==> config.mk <==
export PLATFORM = sky130hd
export DESIGN_NAME = csel_pipe_adder
export DESIGN_NICKNAME = d
export VERILOG_FILES = /design/src/rtl/csel_pipe_adder_pkg.sv /design/src/rtl/sdb_inner.sv /design/src/rtl/csel_pipe_adder.sv
export SDC_FILE = /design/constraint.sdc
export NUM_CORES = 1
export LEC_CHECK = 0
export CAP_MARGIN = 30
export CELL_PAD_IN_SITES_DETAIL_PLACEMENT = 0
export CELL_PAD_IN_SITES_GLOBAL_PLACEMENT = 1
export CORE_MARGIN = 4
export CORE_UTILIZATION = 41
export DETAILED_ROUTE_END_ITERATION = 8
export GPL_ROUTABILITY_DRIVEN = 1
export GPL_TIMING_DRIVEN = 0
export MAX_ROUTING_LAYER = met4
export PLACE_DENSITY = 0.81
export SLEW_MARGIN = 20
export SYNTH_ARGS = -nofsm -noshare
export SYNTH_HDL_FRONTEND = slang
export SYNTH_HIERARCHICAL = 1
export SYNTH_SLANG_ARGS = --single-unit
==> constraint.sdc <==
create_clock -name clk -period 5.2 [get_ports clk]
set_clock_uncertainty 0.1 [all_clocks]
set_input_delay 1.04 -clock clk [delete_from_list [all_inputs] [get_ports clk]]
set_output_delay 1.04 -clock clk [all_outputs]
set_load 0.02 [all_outputs]
==> src/rtl/csel_pipe_adder_pkg.sv <==
// Shared constants, helpers and types for the pipelined carry-select adder.
package csa_pkg;

   localparam int DEF_WIDTH = 32;
   localparam int DEF_BLOCK = 8;

   // Number of carry-select slices an operand of the given width splits into.
   function automatic int nblk(input int width, input int block);
      return width / block;
   endfunction

   // Result held in the output stage at the default operand width.
   typedef struct packed {
      logic [DEF_WIDTH-1:0] s;
      logic                 c_out;
      logic                 ovf;
   } csa_result_t;

endpackage

==> src/rtl/sdb_inner.sv <==
// One slice of the carry-select adder.
// It is a ripple adder for a fixed carry-in.
// The slice uses generate (a & b) and the registered propagate (a ^ b).
module sdb_inner #(
   parameter int BLOCK = 8
) (
   input  logic [BLOCK-1:0] i_a,
   input  logic [BLOCK-1:0] i_b,
   input  logic [BLOCK-1:0] i_p,
   input  logic             i_cin,
   output logic [BLOCK-1:0] o_s,
   output logic             o_c
);

   logic [BLOCK:0]   w_carry;
   logic [BLOCK-1:0] w_gen;

   // Ripple the slice carry from the fixed carry-in, then form the sum bits from propagate.
   always_comb begin
      w_gen      = i_a & i_b;
      w_carry    = '0;
      w_carry[0] = i_cin;
      for (int i = 0; i < BLOCK; i++) begin
         w_carry[i+1] = w_gen[i] | (i_p[i] & w_carry[i]);
      end
      o_s = i_p ^ w_carry[BLOCK-1:0];
      o_c = w_carry[BLOCK];
   end

endmodule

==> src/rtl/csel_pipe_adder.sv <==
// Two-stage pipelined carry-select adder with a valid/ready handshake on both sides.
// Stage 1 registers the operands and the propagate bits.
// Between the stages, each slice is summed for both carry-in values.
// The slice carries then select the correct half down the chain.
// Stage 2 registers the sum, the carry-out and the signed overflow.
module csel_pipe_adder
   import csa_pkg::*;
#(
   parameter int WIDTH = DEF_WIDTH,
   parameter int BLOCK = DEF_BLOCK
) (
   input  logic             clk,
   input  logic             rst,
   input  logic             in_valid,
   output logic             in_ready,
   input  logic [WIDTH-1:0] a,
   input  logic [WIDTH-1:0] b,
   input  logic             c_in,
   output logic             out_valid,
   input  logic             out_ready,
   output logic [WIDTH-1:0] s,
   output logic             c_out,
   output logic             ovf
);

   localparam int NBLK = nblk(WIDTH, BLOCK);

   // A slice width that does not tile the operand cannot be built.
   if (BLOCK < 1) begin : g_badBlock
      $fatal(1, "csel_pipe_adder: BLOCK must be at least 1");
   end else if (WIDTH % BLOCK != 0) begin : g_badWidth
      $fatal(1, "csel_pipe_adder: WIDTH must be a multiple of BLOCK");
   end

   typedef struct packed {
      logic [WIDTH-1:0] s;
      logic             c_out;
      logic             ovf;
   } result_t;

   logic             r_s1Valid;
   logic [WIDTH-1:0] r_a;
   logic [WIDTH-1:0] r_b;
   logic [WIDTH-1:0] r_p;
   logic             r_cin;

   logic             r_outValid;
   result_t          r_res;

   logic             w_adv1;
   logic             w_adv2;

   logic [NBLK-1:0][BLOCK-1:0] w_s0;
   logic [NBLK-1:0][BLOCK-1:0] w_s1;
   logic [NBLK-1:0]            w_c0;
   logic [NBLK-1:0]            w_c1;
   logic [NBLK:0]              w_sel;
   logic [WIDTH-1:0]           w_sum;
   logic                       w_ovf;

   // Output stage moves when it is empty or being drained.
   // Input stage moves when it is empty or can hand over.
   assign w_adv2    = !r_outValid || out_ready;
   assign w_adv1    = !r_s1Valid || w_adv2;
   assign in_ready  = w_adv1;
   assign out_valid = r_outValid;
   assign s         = r_res.s;
   assign c_out     = r_res.c_out;
   assign ovf       = r_res.ovf;

   // Stage 1 captures operands and propagate bits whenever it is allowed to advance and data is offered.
   always_ff @(posedge clk or posedge rst) begin
      if (rst) begin
         r_s1Valid <= 1'b0;
         r_a       <= '0;
         r_b       <= '0;
         r_p       <= '0;
         r_cin     <= 1'b0;
      end else if (w_adv1) begin
         r_s1Valid <= in_valid;
         if (in_valid) begin
            r_a   <= a;
            r_b   <= b;
            r_p   <= a ^ b;
            r_cin <= c_in;
         end
      end
   end

   // Each slice gets a carry-in-0 adder and a carry-in-1 adder, so only the select chain remains serial.
   for (genvar k = 0; k < NBLK; k++) begin : g_slice
      sdb_inner #(.BLOCK(BLOCK)) u_cin0 (
         .i_a   (r_a[k*BLOCK +: BLOCK]),
         .i_b   (r_b[k*BLOCK +: BLOCK]),
         .i_p   (r_p[k*BLOCK +: BLOCK]),
         .i_cin (1'b0),
         .o_s   (w_s0[k]),
         .o_c   (w_c0[k])
      );
      sdb_inner #(.BLOCK(BLOCK)) u_cin1 (
         .i_a   (r_a[k*BLOCK +: BLOCK]),
         .i_b   (r_b[k*BLOCK +: BLOCK]),
         .i_p   (r_p[k*BLOCK +: BLOCK]),
         .i_cin (1'b1),
         .o_s   (w_s1[k]),
         .o_c   (w_c1[k])
      );
   end

   // Walk the block-select chain from the stage-1 carry-in, picking each slice's sum and its outgoing carry.
   // Overflow compares the operand sign bits with the selected sum sign bit.
   always_comb begin
      w_sel    = '0;
      w_sum    = '0;
      w_sel[0] = r_cin;
      for (int k = 0; k < NBLK; k++) begin
         w_sum[k*BLOCK +: BLOCK] = w_sel[k] ? w_s1[k] : w_s0[k];
         w_sel[k+1]              = w_sel[k] ? w_c1[k] : w_c0[k];
      end
      w_ovf = (r_a[WIDTH-1] == r_b[WIDTH-1]) && (w_sum[WIDTH-1] != r_a[WIDTH-1]);
   end

   // Stage 2 takes the resolved result when it may advance and stage 1 holds a valid operation.
   // Otherwise the stage holds its outputs stable.
   always_ff @(posedge clk or posedge rst) begin
      if (rst) begin
         r_outValid <= 1'b0;
         r_res      <= '0;
      end else if (w_adv2) begin
         r_outValid <= r_s1Valid;
         if (r_s1Valid) begin
            r_res.s     <= w_sum;
            r_res.c_out <= w_sel[NBLK];
            r_res.ovf   <= w_ovf;
         end
      end
   end

endmodule

==> results of run 1 <==
sequential cells by signal, indices dropped and copies added (netlist names):
signal and cells:
s 32, r_s1Valid 1, ovf 1, r_cin 1, out_valid 1, r_b 32
r_a 32, c_out 1, r_p 32
path summary, 6_finish.rpt:
kind / startpoint / depth (start not counted) / end
setup / recovery: r_p[0] / 22 / s[25]
hold / removal: s[21] / 2 / s[21]
setup reg to reg: r_p[0] / 22 / s[25]
hold reg to reg: s[21] / 2 / s[21]
max in group asynchronous: rst / 3 / r_p[24]
min in group asynchronous: rst / 2 / s[9]
per-stage QoR:
step           total power [µW]  TNS [ns]  worst slack (ns)
3_5_place_dp               2707         0            0.3078
5_1_grt                    4202         0           0.04212
2_1_floorplan              2183         0            0.5056
4_1_cts                    4006         0            0.2682
3_3_place_gp               2654   -171.64            -1.302
6_report                   3962         0            0.2868
layout make-up:
type / instances / area, µm²
well taps: 216 / 270.3
clock inverters: 9 / 147.6
flip-flops and latches: 133 / 3328
plain buffers: 24 / 107.6
clock buffers: 23 / 488.0
multi-input cells: 424 / 3427
repair buffers: 105 / 1069
inverters: 1 / 11.26
fillers: 1406 / 7267
routing by layer:
layer  GRT usage (%)  up-vias  wire length (µm)
met1           23.94     2369              7347
met2           29.81       87              7850
met5               -        -                 0
li1                -     2303                 -
met4           6.042        0               230
met3           3.689       19               544
cell families (layout without fill, tap and decap cells):
group / after synthesis / in the layout / synth area share (%)
AO/OA/AOI/OAI: 135 / 135 / 12.38
XOR/XNOR: 32 / 32 / 4.095
adder cells (fa/ha/maj): 64 / 64 / 11.70
buffers and inverters: 25 / 162 / 1.627
flip-flops: 133 / 133 / 48.63
multiplexers: 100 / 100 / 16.18
other: 2 / 8 / 0.1097
AND/OR/NAND/NOR: 85 / 85 / 5.283
worst register-to-register path: cells and delay by family, from the launching register on:
family | cells | cell delay (ns)
flip-flops | 1 | 0.40
buffers and inverters | 1 | 0.21
AO/OA/AOI/OAI | 9 | 1.34
adder cells (fa/ha/maj) | 8 | 1.43
multiplexers | 4 | 1.28
synth_stat cells (3+ instances only):
cell type and instances:
clkbuf_1 20, o21ai_1 16, nand3b_1 4, dfrtp_1 133
xnor2_1 32, nor2_1 3, a21oi_1 3, nand3_1 3
a21o_1 65, o21ai_0 48, nand2b_1 3, mux2_2 65
nand2_1 68, mux2i_1 33, ha_1 64
power by group through the flow:
stage          registers, µW  clock network [µW]  logic (µW)
2_1_floorplan           1550                   0         629
3_5_place_dp            1460                   0        1250
3_3_place_gp            1440                   0        1210
6_report                1440                1280        1240
4_1_cts                 1440                1310        1260
5_1_grt                 1460                1360        1380
==> results.ini, run 1 <==
[outcome]
outcome = complete, no violations

[run]
max-cap-violations = 0

[synthesis]
synth_area_um2 = 6844
yosysTopAreaCell = dfrtp_1
synthFlopType = dfrtp_1
syn_inst = 576
yosys_warnings = 6
syn-mean-instance-area_um2 = 11.88
yosys.area.top_type_share_pct = 48.63
ys_ff_latch = 133
ys_types = 27
synthTopCellsByArea = dfrtp_1 (49%), ha_1 (12%), mux2_2 (11%)
synth_edf_count = 0
ys_seq_area_share_pct = 48.63
async_flop_share_pct = 100.0

[final_layout]
layout_commonest_cell = dfrtp_1
finalInstanceArea_um2 = 8848
antenna_cells = 0
most-common-layout-cells = dfrtp_1 (133), clkdlybuf4s50_1 (104), nand2_1 (68), mux2_2 (65), a21o_1 (65)
final_cells = 935
syn_to_final_growth_pct = 29.29
final_nets = 839
final_layout_size_suffix_gt1_share_pct = 14.33
final_util_pct = 54.91

[power]
intPower_uw = 2751
p_leak_uw = 0.004316
power_switching_uw = 1210
p_clk_share_pct = 32.4
comb_power_share_pct = 31.3
sw_frac_of_total_pct = 30.56
pwr-share-seq_pct = 36.3
power_density_nw_per_um2 = 447.7
ir_worst_vdd_uv = 262.9

[timing]
timing.final.crit_share_pct = 94.48
tightest_slew_ns = 0.8009
fmax_mhz = 203.5
period_minus_slack_ns = 4.913
finalSetupViolations = 0
hold_viol_final = 0
hold_ws_ns = 0.3836
relSlewSlack_pct = 46.61
slew_viol_final = 0
rsz0062_at_grt = false

[floorplanning]
fp.dieH_um = 137.2
die_area_um2 = 18820
core_region_area_um2 = 16120
ios = 105
die_x_um = 137.2
initial_core_util_pct = 42.47
num_rows = 46

[route]
drt_iter0_drc = 147
wl_um = 15970
vias = 4778
viasPerCell = 5.110
drcViolationCount = 0
firstDrtPassIters = 4
final_antenna_net_count = 0
post_drt_wl_per_cell_um = 17.08

[clock_network]
holdBufCountCts = 0
cts-root-buf = clkbuf_16
tritoncts = done
clk_latency_ns = 0.42
post_cts_buffers = 0
clockBufferDepth = 2
cts_sinks = 133
path_clk_slew_ns = 0.06
cts_made_buffers = 17
htreeDepth = 4
cts_resized = 0

[critical_path]
start_kind = flip-flop
cp.required_ns = 5.38
critPathCaptureType = flip-flop
cpPeakStageDelay_ns = 0.52
cp.arrival_ns = 5.09
reg2reg_slack_ns = 0.29
path_class = flip-flop to flip-flop
cp_top_family = adder cells
slowest_stage = mux2i_4
worst-path-buf-inv = 1
path_cells = ha_1 -> a21o_1 -> ha_1 -> a21o_1 -> ha_1 -> a21o_1 -> ha_1 -> a21o_1 -> ha_1 -> a21o_1 -> ha_1 -> a21o_1 -> ha_1 -> a21o_1 -> ha_1 -> a21o_1 -> mux2i_4 -> mux2i_1 -> buf_6 -> mux2i_4 -> mux2i_1 -> o21ai_1
path_max_fanout = 9

[placement]
dp_cells = 903
place_congestion = 0.7819
io_buffers = 104
dp_hpwl_um = 11560
placed_area_um2 = 8213

[global_routing]
track_usage_pct = 18.62
grt_pass1_vias = 5160
globalRouteOverflowTotal = 0
grt_antenna_before_repair = 0
grt_start_max_net_pins = 95
grt_first_pass_wirelength_um = 26200

[min_path]
hold_class = flip-flop to flip-flop

(Power assumes the default switching activity.)
==> inputs of run 2 (changes only) <==
--- a/config.mk
+++ b/config.mk
@@ -8,7 +8,7 @@
 export CAP_MARGIN = 30
 export CELL_PAD_IN_SITES_DETAIL_PLACEMENT = 0
 export CELL_PAD_IN_SITES_GLOBAL_PLACEMENT = 1
-export CORE_MARGIN = 4
+export CORE_MARGIN = 2
 export CORE_UTILIZATION = 41
 export DETAILED_ROUTE_END_ITERATION = 8
 export GPL_ROUTABILITY_DRIVEN = 1
==> results.ini, run 2 (synthesis results as in run 1) <==
[outcome]
outcome = complete, no violations

[clock_network]
clk_latency_ns = 0.42
post_cts_buffers = 0
tritoncts = done
htreeDepth = 4
cts_made_buffers = 17
holdBufCountCts = 0
cts-root-buf = clkbuf_16
cts_resized = 0
cts_sinks = 133
path_clk_slew_ns = 0.05
clockBufferDepth = 2

[final_layout]
regArea_um2 = 3328
final_layout_size_suffix_gt1_share_pct = 14.05
antenna_cells = 0
final_nets = 839
syn_to_final_growth_pct = 28.61
final_util_pct = 53.46
layout_commonest_cell = dfrtp_1
multi_input_area_um2 = 3427
fillerInstances = 1415
most-common-layout-cells = dfrtp_1 (133), clkdlybuf4s50_1 (104), nand2_1 (68), mux2_2 (65), a21o_1 (65)

[route]
top_layer_used = met4
drcViolationCount = 0
post_drt_wl_per_cell_um = 16.91
final_antenna_net_count = 0
firstDrtPassIters = 5
wl_um = 15880
wl_met3_um = 474
vias = 4716
drt_iter0_drc = 212
viasPerCell = 5.022
wl_met1_um = 7621
dr_wl_met2_um = 7582

[power]
ir_worst_vdd_uv = 368.2
power_density_nw_per_um2 = 440.8
p_leak_uw = 0.004287

[timing]
relSlewSlack_pct = 45.90
rsz0062_at_grt = false
hold_viol_final = 0
tightest_slew_ns = 0.8115
setup_slack_ns = 0.3440
slew_viol_final = 0
finalSetupViolations = 0
timing.final.crit_share_pct = 93.39
period_minus_slack_ns = 4.856
fmax_mhz = 205.9

[global_routing]
grt_antenna_before_repair = 0
grt_start_max_net_pins = 90
track_usage_pct = 19.32
globalRouteOverflowTotal = 0
grt_first_pass_wirelength_um = 25920
grt_pass1_vias = 5029

[critical_path]
path_class = flip-flop to flip-flop
start_kind = flip-flop
critPathCaptureType = flip-flop
cp.arrival_ns = 5.03
cp.required_ns = 5.37
path_max_fanout = 9

[placement]
place_congestion = 0.7708
pre_cts_ws_ns = 0.3838
io_buffers = 104
dp_hpwl_um = 11300

[floorplanning]
core_region_area_um2 = 16470
die_area_um2 = 17740
fp.dieH_um = 133.2
ios = 105
initial_core_util_pct = 41.57
die_x_um = 133.2
num_rows = 47

[run]
max-cap-violations = 0

[min_path]
hold_class = flip-flop to flip-flop

-- run 2: stage by stage --
step | setup TNS, ns | hold slack (ns) | std cells | instance area, µm² | total power, µW
floorplan | 0 | 0.3572 | 582 | 6867 | 2183
global placement | -179.26 | 0.3715 | 906 | 8183 | 2651
detailed placement | 0 | 0.3767 | 907 | 8218 | 2704
CTS | 0 | 0.3905 | 939 | 8802 | 3918
global route | 0 | 0.4149 | 939 | 8802 | 4114
finish | 0 | 0.3881 | 939 | 8802 | 3880
-- run 2: per-layer routing --
metal | up-vias | track usage [%]
li1 | 2308 | -
met1 | 2314 | 25.17
met2 | 82 | 30.69
met3 | 12 | 3.843
met4 | 0 | 5.969
met5 | - | -
-- run 2: worst paths after layout --
check,from,endpoint,slack (ns),cells after the start
min reg2reg,s[9],s[9],0.39,2
max,r_p[0],s[27],0.34,22
min in group asynchronous,rst,r_p[1],0.92,2
max in group asynchronous,rst,r_a[17],3.33,3
max reg2reg,r_p[0],s[27],0.34,22
min,s[9],s[9],0.39,2
-- run 2: where the power goes --
part	internal (µW)	total [µW]	switching, µW
logic	634	1240	607
registers	1270	1440	174
clock network	762	1200	435
total	2660	3880	1220
-- run 2: cell type report --
class | count | share of cell area [%]
flip-flops and latches | 133 | 37.81
plain buffers | 24 | 1.222
repair buffers | 105 | 12.14
multi-input cells | 424 | 38.93
clock inverters | 10 | 1.478
inverters | 1 | 0.1279
well taps | 220 | 3.127
clock buffers | 22 | 5.160
-- run 2: critical path, stage by stage (launching register included) --
cell and delay, ns:
dfrtp_1 0.39, ha_1 0.20, a21o_1 0.16, ha_1 0.18
a21o_1 0.16, ha_1 0.17, a21o_1 0.16, ha_1 0.17
a21o_1 0.15, ha_1 0.18, a21o_1 0.15, ha_1 0.17
a21o_1 0.15, ha_1 0.17, a21o_1 0.15, ha_1 0.18
a21o_1 0.18, mux2i_4 0.21, mux2i_1 0.24, buf_6 0.20
mux2i_4 0.51, mux2i_1 0.25, o21ai_1 0.09
